File: src/rtl/display_scan_ctrl.sv
// Display scan controller: accepts a grade value over valid/ready, clamps it,
// commits it to the display only at frame boundaries, and sequences the
// 2-bit digit select with optional leading-zero blanking.
module display_scan_ctrl #(
  parameter int unsigned REFRESH_DIV = 100000,
  parameter int unsigned MAX_VALUE   = 100,
  parameter bit          BLANK_LZ    = 1'b1
) (
  input  logic       clk,
  input  logic       rst_n,
  input  logic [7:0] value_in,
  input  logic       value_valid,
  output logic       value_ready,
  output logic [7:0] bin_out,
  output logic [1:0] anode_sel,
  output logic       frame_tick,
  output logic       clamped
);

  localparam int unsigned       PrescW    = (REFRESH_DIV > 1) ? $clog2(REFRESH_DIV) : 1;
  localparam logic [PrescW-1:0] PrescLast = PrescW'(REFRESH_DIV - 1);
  localparam logic [PrescW-1:0] PrescOne  = PrescW'(1);
  localparam logic [7:0]        MaxVal    = 8'(MAX_VALUE);

  typedef enum logic [1:0] {
    SlotOnes = 2'd0,
    SlotTens = 2'd1,
    SlotHund = 2'd2
  } slot_e;

  logic [PrescW-1:0] presc_q, presc_d;
  slot_e             slot_q, slot_d;
  logic [7:0]        bin_q, bin_d;
  logic [7:0]        pend_q, pend_d;
  logic              pend_full_q, pend_full_d;
  logic              clamped_q, clamped_d;
  logic              tick_q, tick_d;

  logic slot_adv;
  logic wrap;
  logic xfer;

  // Next-state: prescaler, slot sequencing, handshake capture and frame commit.
  always_comb begin
    slot_adv    = (presc_q == PrescLast);
    wrap        = slot_adv && (slot_q == SlotHund);
    xfer        = value_valid && value_ready;

    presc_d     = slot_adv ? '0 : presc_q + PrescOne;
    slot_d      = slot_q;
    bin_d       = bin_q;
    pend_d      = pend_q;
    pend_full_d = pend_full_q;
    clamped_d   = clamped_q;
    tick_d      = wrap;

    if (slot_adv) begin
      unique case (slot_q)
        SlotOnes: slot_d = SlotTens;
        SlotTens: slot_d = SlotHund;
        default:  slot_d = SlotOnes;
      endcase
    end

    if (wrap && pend_full_q) begin
      bin_d       = pend_q;
      pend_full_d = 1'b0;
    end

    // A transfer only happens with pending empty, so it never collides with
    // a commit; a value landing on the wrap edge waits for the next frame.
    if (xfer) begin
      pend_d      = (value_in > MaxVal) ? MaxVal : value_in;
      pend_full_d = 1'b1;
      clamped_d   = (value_in > MaxVal);
    end
  end

  // State registers with synchronous active-low reset.
  always_ff @(posedge clk) begin
    if (!rst_n) begin
      presc_q     <= '0;
      slot_q      <= SlotOnes;
      bin_q       <= '0;
      pend_q      <= '0;
      pend_full_q <= 1'b0;
      clamped_q   <= 1'b0;
      tick_q      <= 1'b0;
    end else begin
      presc_q     <= presc_d;
      slot_q      <= slot_d;
      bin_q       <= bin_d;
      pend_q      <= pend_d;
      pend_full_q <= pend_full_d;
      clamped_q   <= clamped_d;
      tick_q      <= tick_d;
    end
  end

  // Digit select decoded from flops only, blanking leading-zero slots.
  always_comb begin
    anode_sel = 2'b11;
    unique case (slot_q)
      SlotOnes: anode_sel = 2'b00;
      SlotTens: anode_sel = (BLANK_LZ && (bin_q < 8'd10))  ? 2'b11 : 2'b01;
      SlotHund: anode_sel = (BLANK_LZ && (bin_q < 8'd100)) ? 2'b11 : 2'b10;
      default:  anode_sel = 2'b11;
    endcase
  end

  assign value_ready = rst_n && !pend_full_q;
  assign bin_out     = bin_q;
  assign frame_tick  = tick_q;
  assign clamped     = clamped_q;

endmodule

File: config.mk
export PLATFORM = sky130hd
export DESIGN_NAME = display_scan_ctrl
export DESIGN_NICKNAME = d
export VERILOG_FILES = /design/src/rtl/display_scan_ctrl.sv
export SDC_FILE = /design/constraint.sdc
export NUM_CORES = 1
export LEC_CHECK = 0
export ABC_CLOCK_PERIOD_IN_PS = 2800
export BUFFER_PORTS_ARGS = -buffer_cell sky130_fd_sc_hd__buf_2
export CAP_MARGIN = 20
export CORE_MARGIN = 3
export CORE_UTILIZATION = 60
export CTS_CLUSTER_DIAMETER = 120
export DETAILED_ROUTE_END_ITERATION = 8
export GPL_TIMING_DRIVEN = 0
export HOLD_SLACK_MARGIN = 0.06
export PLACE_DENSITY = 0.92
export SETUP_SLACK_MARGIN = 0.4
export SYNTH_ARGS = -nofsm -noshare
export SYNTH_HDL_FRONTEND = slang
export SYNTH_SLANG_ARGS = --single-unit
File: constraint.sdc
create_clock -name clk -period 2.8 [get_ports clk]
set_clock_uncertainty 0.1 [all_clocks]
set_input_delay 0.28 -clock clk [delete_from_list [all_inputs] [get_ports clk]]
set_output_delay 0.28 -clock clk [all_outputs]
set_load 0.01 [all_outputs]
# Word level (Yosys, flattened, before mapping)
# Index checks and enable logic that the tools add are counted.
[classes] bitwise_logic=1 n_mux=7 n_addsub=1 eq_ne=3 reduce_logical=8 magnitude_cmp=3
[op_table] operator="adder 17 x 1 -> 17 bit, second input constant" n=1
[op_table] operator="== test 17 bit, second input constant" n=1
[op_table] operator="greater-than comparator 8 x 7 -> 1 bit, second input constant" n=1
[op_table] operator="< comparator 8 x 4 -> 1 bit, second input constant" n=1
[op_table] operator="< comparator 8 x 7 -> 1 bit, second input constant" n=1
[op_table] operator="two-way mux 8 bit" n=1
[op_table] operator="case mux 2 bit (3 select lines)" n=1
[op_table] operator="logical AND 1 bit" n=4
[op_table] operator="case mux 2 bit (2 select lines)" n=1
[op_table] operator="two-way mux 1 bit" n=3
[op_table] operator="== test 2 x 1 -> 1 bit, second input constant" n=1
[op_table] operator="== test 2 bit, second input constant" n=1
[op_table] operator="zero test 2 bit" n=1
[op_table] operator="two-way mux 2 bit" n=1
[op_table] operator="nonzero test 2 bit" n=1
[op_table] operator="OR reduction 2 bit" n=1
[op_table] operator="zero test 1 bit" n=1
[op_table] operator="inverter 1 bit" n=1
[totals] wordCells=30 inputBits=11 reg_bits=38 output_inout_bits=13

# Depth between registers and ports, before layout
[depth] ltp_word=5 depth_mapped=6 mapped_depth_nobuf=5

# Worst setup path before layout
# No wires, ideal clock.
[synth_timing] path_type="flip-flop to flip-flop" startpoint="reg presc_q[0]" endpoint="reg presc_q[10]" path_stages_with_launch=7 path_buffers=1 t_arrival_ns=1.426 t_required_ns=2.583 setup_time_ns=0.117 setup_slack_ns=1.157 cell_sequence="dfxtp_1 -> ha_1 -> and3_1 -> nand3_1 -> o21ai_1 -> buf_2 -> nor2_1"
[synth_via] elab_chain_len=2 word_cells_on_any_way=3 classes_between="add/sub (1); eq/ne (1); reduce/logical (1)"
[synth_lines] item="start: declaration" line_no="31" source="logic [PrescW-1:0] presc_q, presc_d;"
[synth_lines] item="start signal: assignment" line_no="90" source="presc_q <= presc_d;"
[synth_lines] item="branches (longest 2 deep; another with adder 17 x 1 -> 17 bit)"
# Parallel ways; which one is timed is not known.
# A chain may end at the register's enable or synchronous reset.

# Final worst setup path
[layout_timing] startpoint="reg presc_q[0]" endpoint="reg presc_q[6]"
# The elaborated chain is that of the path after synthesis.

==> flow_summary.ini <==
[status]
status = finished clean

[final_layout]
num_antenna_cells = 0
nets = 241
final_cell_area_um2 = 1920
drive_gt1_share_pct = 17.5
final-seq-area_um2 = 761
fill_cells = 202
synthToLayoutAreaGrowth_pct = 13.5
multi_input_area_um2 = 865

[die]
rows = 18
coreArea_um2 = 2570
fp.dieW_um = 59.1
ios = 24
start_util_pct = 65.8
die-area_um2 = 3490
fp.dieH_um = 59.1

[clocking]
worstSkewPairLatency_ps = 350
cts.sinks = 38
cts_resized = 0
cts_tree = done
post_cts_buffers = 0
cts_buffer_depth = 2
htree_levels = 2
cts_buffers = 5
clk_pin_slew_ps = 110
cts_root_buf = clkbuf_4

[worst_setup_path]
critical_path_buf_inv_count = 1
cp_slowest_cell = dfxtp_1
slowest_delay_ps = 410
path_class = register to register
arrival_ps = 2190
r2r_slack_ps = 750
endpoint_kind = register
crit_family = simple AND/OR/NAND/NOR gates
timing.rr.end = presc_q[6]
start_kind = register
crit_required_ps = 2940
path_cells = ha_1 > and3_1 > nand3_1 > o21ai_1 > buf_2 > nor2_1
r2r-start = presc_q[0]
critPathMaxFanout = 10
reg2reg_depth = 6

[logic_synthesis]
synthCells = 196
synth_adder_area_share_pct = 0.740
synth_ff_type = dfxtp_1
ys_ff_latch = 38
yosysTopAreaCell = dfxtp_1
postSynthNetCount = 208
synthArstFlopShare_pct = 0
synthTopCellsByArea = dfxtp_1, xnor2_1, nand4_1
synth-xor-area-share_pct = 6.74
yosysWarnings = 0
synth-compound-area-share_pct = 13.6
syn-mean-instance-area_um2 = 8.62
yosysMostFrequentCell = dfxtp_1
synth_edf_count = 0
synth_top_family_by_area = simple AND/OR/NAND/NOR gates
ys_seq_area_share_pct = 45.0
syn_area_um2 = 1690
synthSimpleGateAreaFrac_pct = 29.5
synth_top_area_share_pct = 45.0
netlist_top_cells_count = dfxtp_1, nor2_1, a21oi_1, o21ai_0, nand4_1
synth_cell_types = 37
synthMuxAreaShare_pct = 0.592

[run]
cap_violations = 0

[power_and_ir_drop]
power_mw = 0.872
max-vdd-ir-drop_mv = 0.367
power.leakage_nw = 0.697
power_density_nw_per_um2 = 455

[timing]
tightest_slew_ps = 493
rsz0062_at_grt = no
worst_slack_ps = 749
period_needed_ps = 2050
slew_headroom_pct = 67.1
post-route-period-util_pct = 73.3
tns_ps = 0
hold_viol = 0
setup_viol = 0
slew_viol_final = 0
clock.fmax_mhz = 488

[drt]
via_count = 1579
post-route-drc-count = 0
wl_per_cell_um = 14.2
routed_wl_um = 3680
via_per_inst = 6.10
drt_iter0_markers = 89
ant_nets = 0
first_pass_iters = 4

[min_path]
hp-class = primary input to register
min_to = pend_q[0]
worstHoldPathCells = 3
worstHoldStart = value_in[0]

[grt]
track_usage_pct = 24.0
grt_pass1_wl_um = 6320
antenna_found_initial = 0
grt_pass1_vias = 1393
grt_max_degree = 11
grt_overflow_total = 0

[place]
place.gp.congestion = 0.900
place_area_um2 = 1840
io_buffers = 23
pre_cts_slack_ps = 731
dp_hpwl_um = 2690
## area by class of cell
type / instances / share of cell area (%)
plain buffers: 10 / 2.41
clock buffers: 7 / 2.35
inverters: 5 / 0.978
multi-input cells: 143 / 45.1
flip-flops and latches: 38 / 39.7
well taps: 30 / 1.96
repair buffers: 26 / 7.57
## worst max-delay path by stage
stage / startpoint / to / slack (ps) / depth (start not counted)
finish: presc_q[0] / presc_q[6] / 750 / 6
global route: presc_q[0] / presc_q[6] / 580 / 6
CTS: presc_q[0] / presc_q[6] / 730 / 6
detailed placement: presc_q[0] / presc_q[6] / 730 / 6
global placement: presc_q[0] / presc_q[10] / 830 / 6
floorplan: presc_q[0] / presc_q[10] / 1160 / 6
## layer usage
layer  share of wire [%]  vias up  track usage (%)
met5                   0        -                0
met4                 2.4        0             9.39
met1                  48      730             33.9
met2                  44       51             34.1
met3                 6.1       10             7.41
li1                    -      788                -
## logic make-up (layout without fill, tap and decap cells)
group / after synthesis / in the layout
DFF: 38 / 38
muxes: 1 / 1
AOI/OAI and AO/OA: 39 / 39
buffers and inverters: 15 / 48
xor gates and xnor gates: 13 / 13
and+or+nand+nor: 89 / 89
adders and majority gates: 1 / 1
## tightest hold or removal path: cells and delay by family
family / cells / cell delay, ps
buffers and inverters: 1 / 100
and+or+nand+nor: 1 / 50
AOI/OAI and AO/OA: 1 / 50
## timing repair
action | CTS | global route
hold buffers | 2 | 1
endpoints found under the setup margin | 0 | 0
endpoints found under the hold margin | 2 | 1
## flip-flops by register name (all words and copies together) (netlist names)
register,flops
pend_q,8
frame_tick,1
slot_q,2
pend_full_q,1
clamped,1
bin_out,8
presc_q,17
## placed cells by master (no fill, tap or decap), types with 2 or more instances in the layout
| cell type | count |
|---|---|
| xor2_1 | 3 |
| a31o_2 | 2 |
| nor2_1 | 19 |
| and3_1 | 5 |
| clkbuf_1 | 5 |
| clkbuf_4 | 5 |
| nor4_1 | 5 |
| o21ai_0 | 14 |
| dfxtp_1 | 38 |
| nand4_1 | 13 |
| a21oi_1 | 14 |
| buf_2 | 30 |
| a32o_1 | 2 |
| and4_1 | 3 |
| nand4b_1 | 2 |
| nand2_1 | 10 |
| nor2b_1 | 2 |
| xnor2_1 | 10 |
| a31oi_1 | 2 |
| nor3_1 | 12 |
| nand3_1 | 9 |
| inv_1 | 5 |
| dlygate4sd3_1 | 3 |
## metrics by stage
| step | hold slack (ps) | instances | utilization (%) |
|---|---|---|---|
| 2_1_floorplan | 306 | 196 | - |
| 3_3_place_gp | 346 | 249 | 71.8 |
| 3_5_place_dp | 352 | 249 | 71.8 |
| 4_1_cts | 70.4 | 258 | 74.3 |
| 5_1_grt | 86.0 | 259 | 74.7 |
| 6_report | 77.7 | 259 | 74.7 |
## where the power goes
group	switching (mW)	total [mW]	internal, mW
Combinational	0.0291	0.0505	0.0213
Sequential	0.00912	0.561	0.552
Clock	0.166	0.261	0.0947
Note: power is estimated with default switching activity, not from simulation.
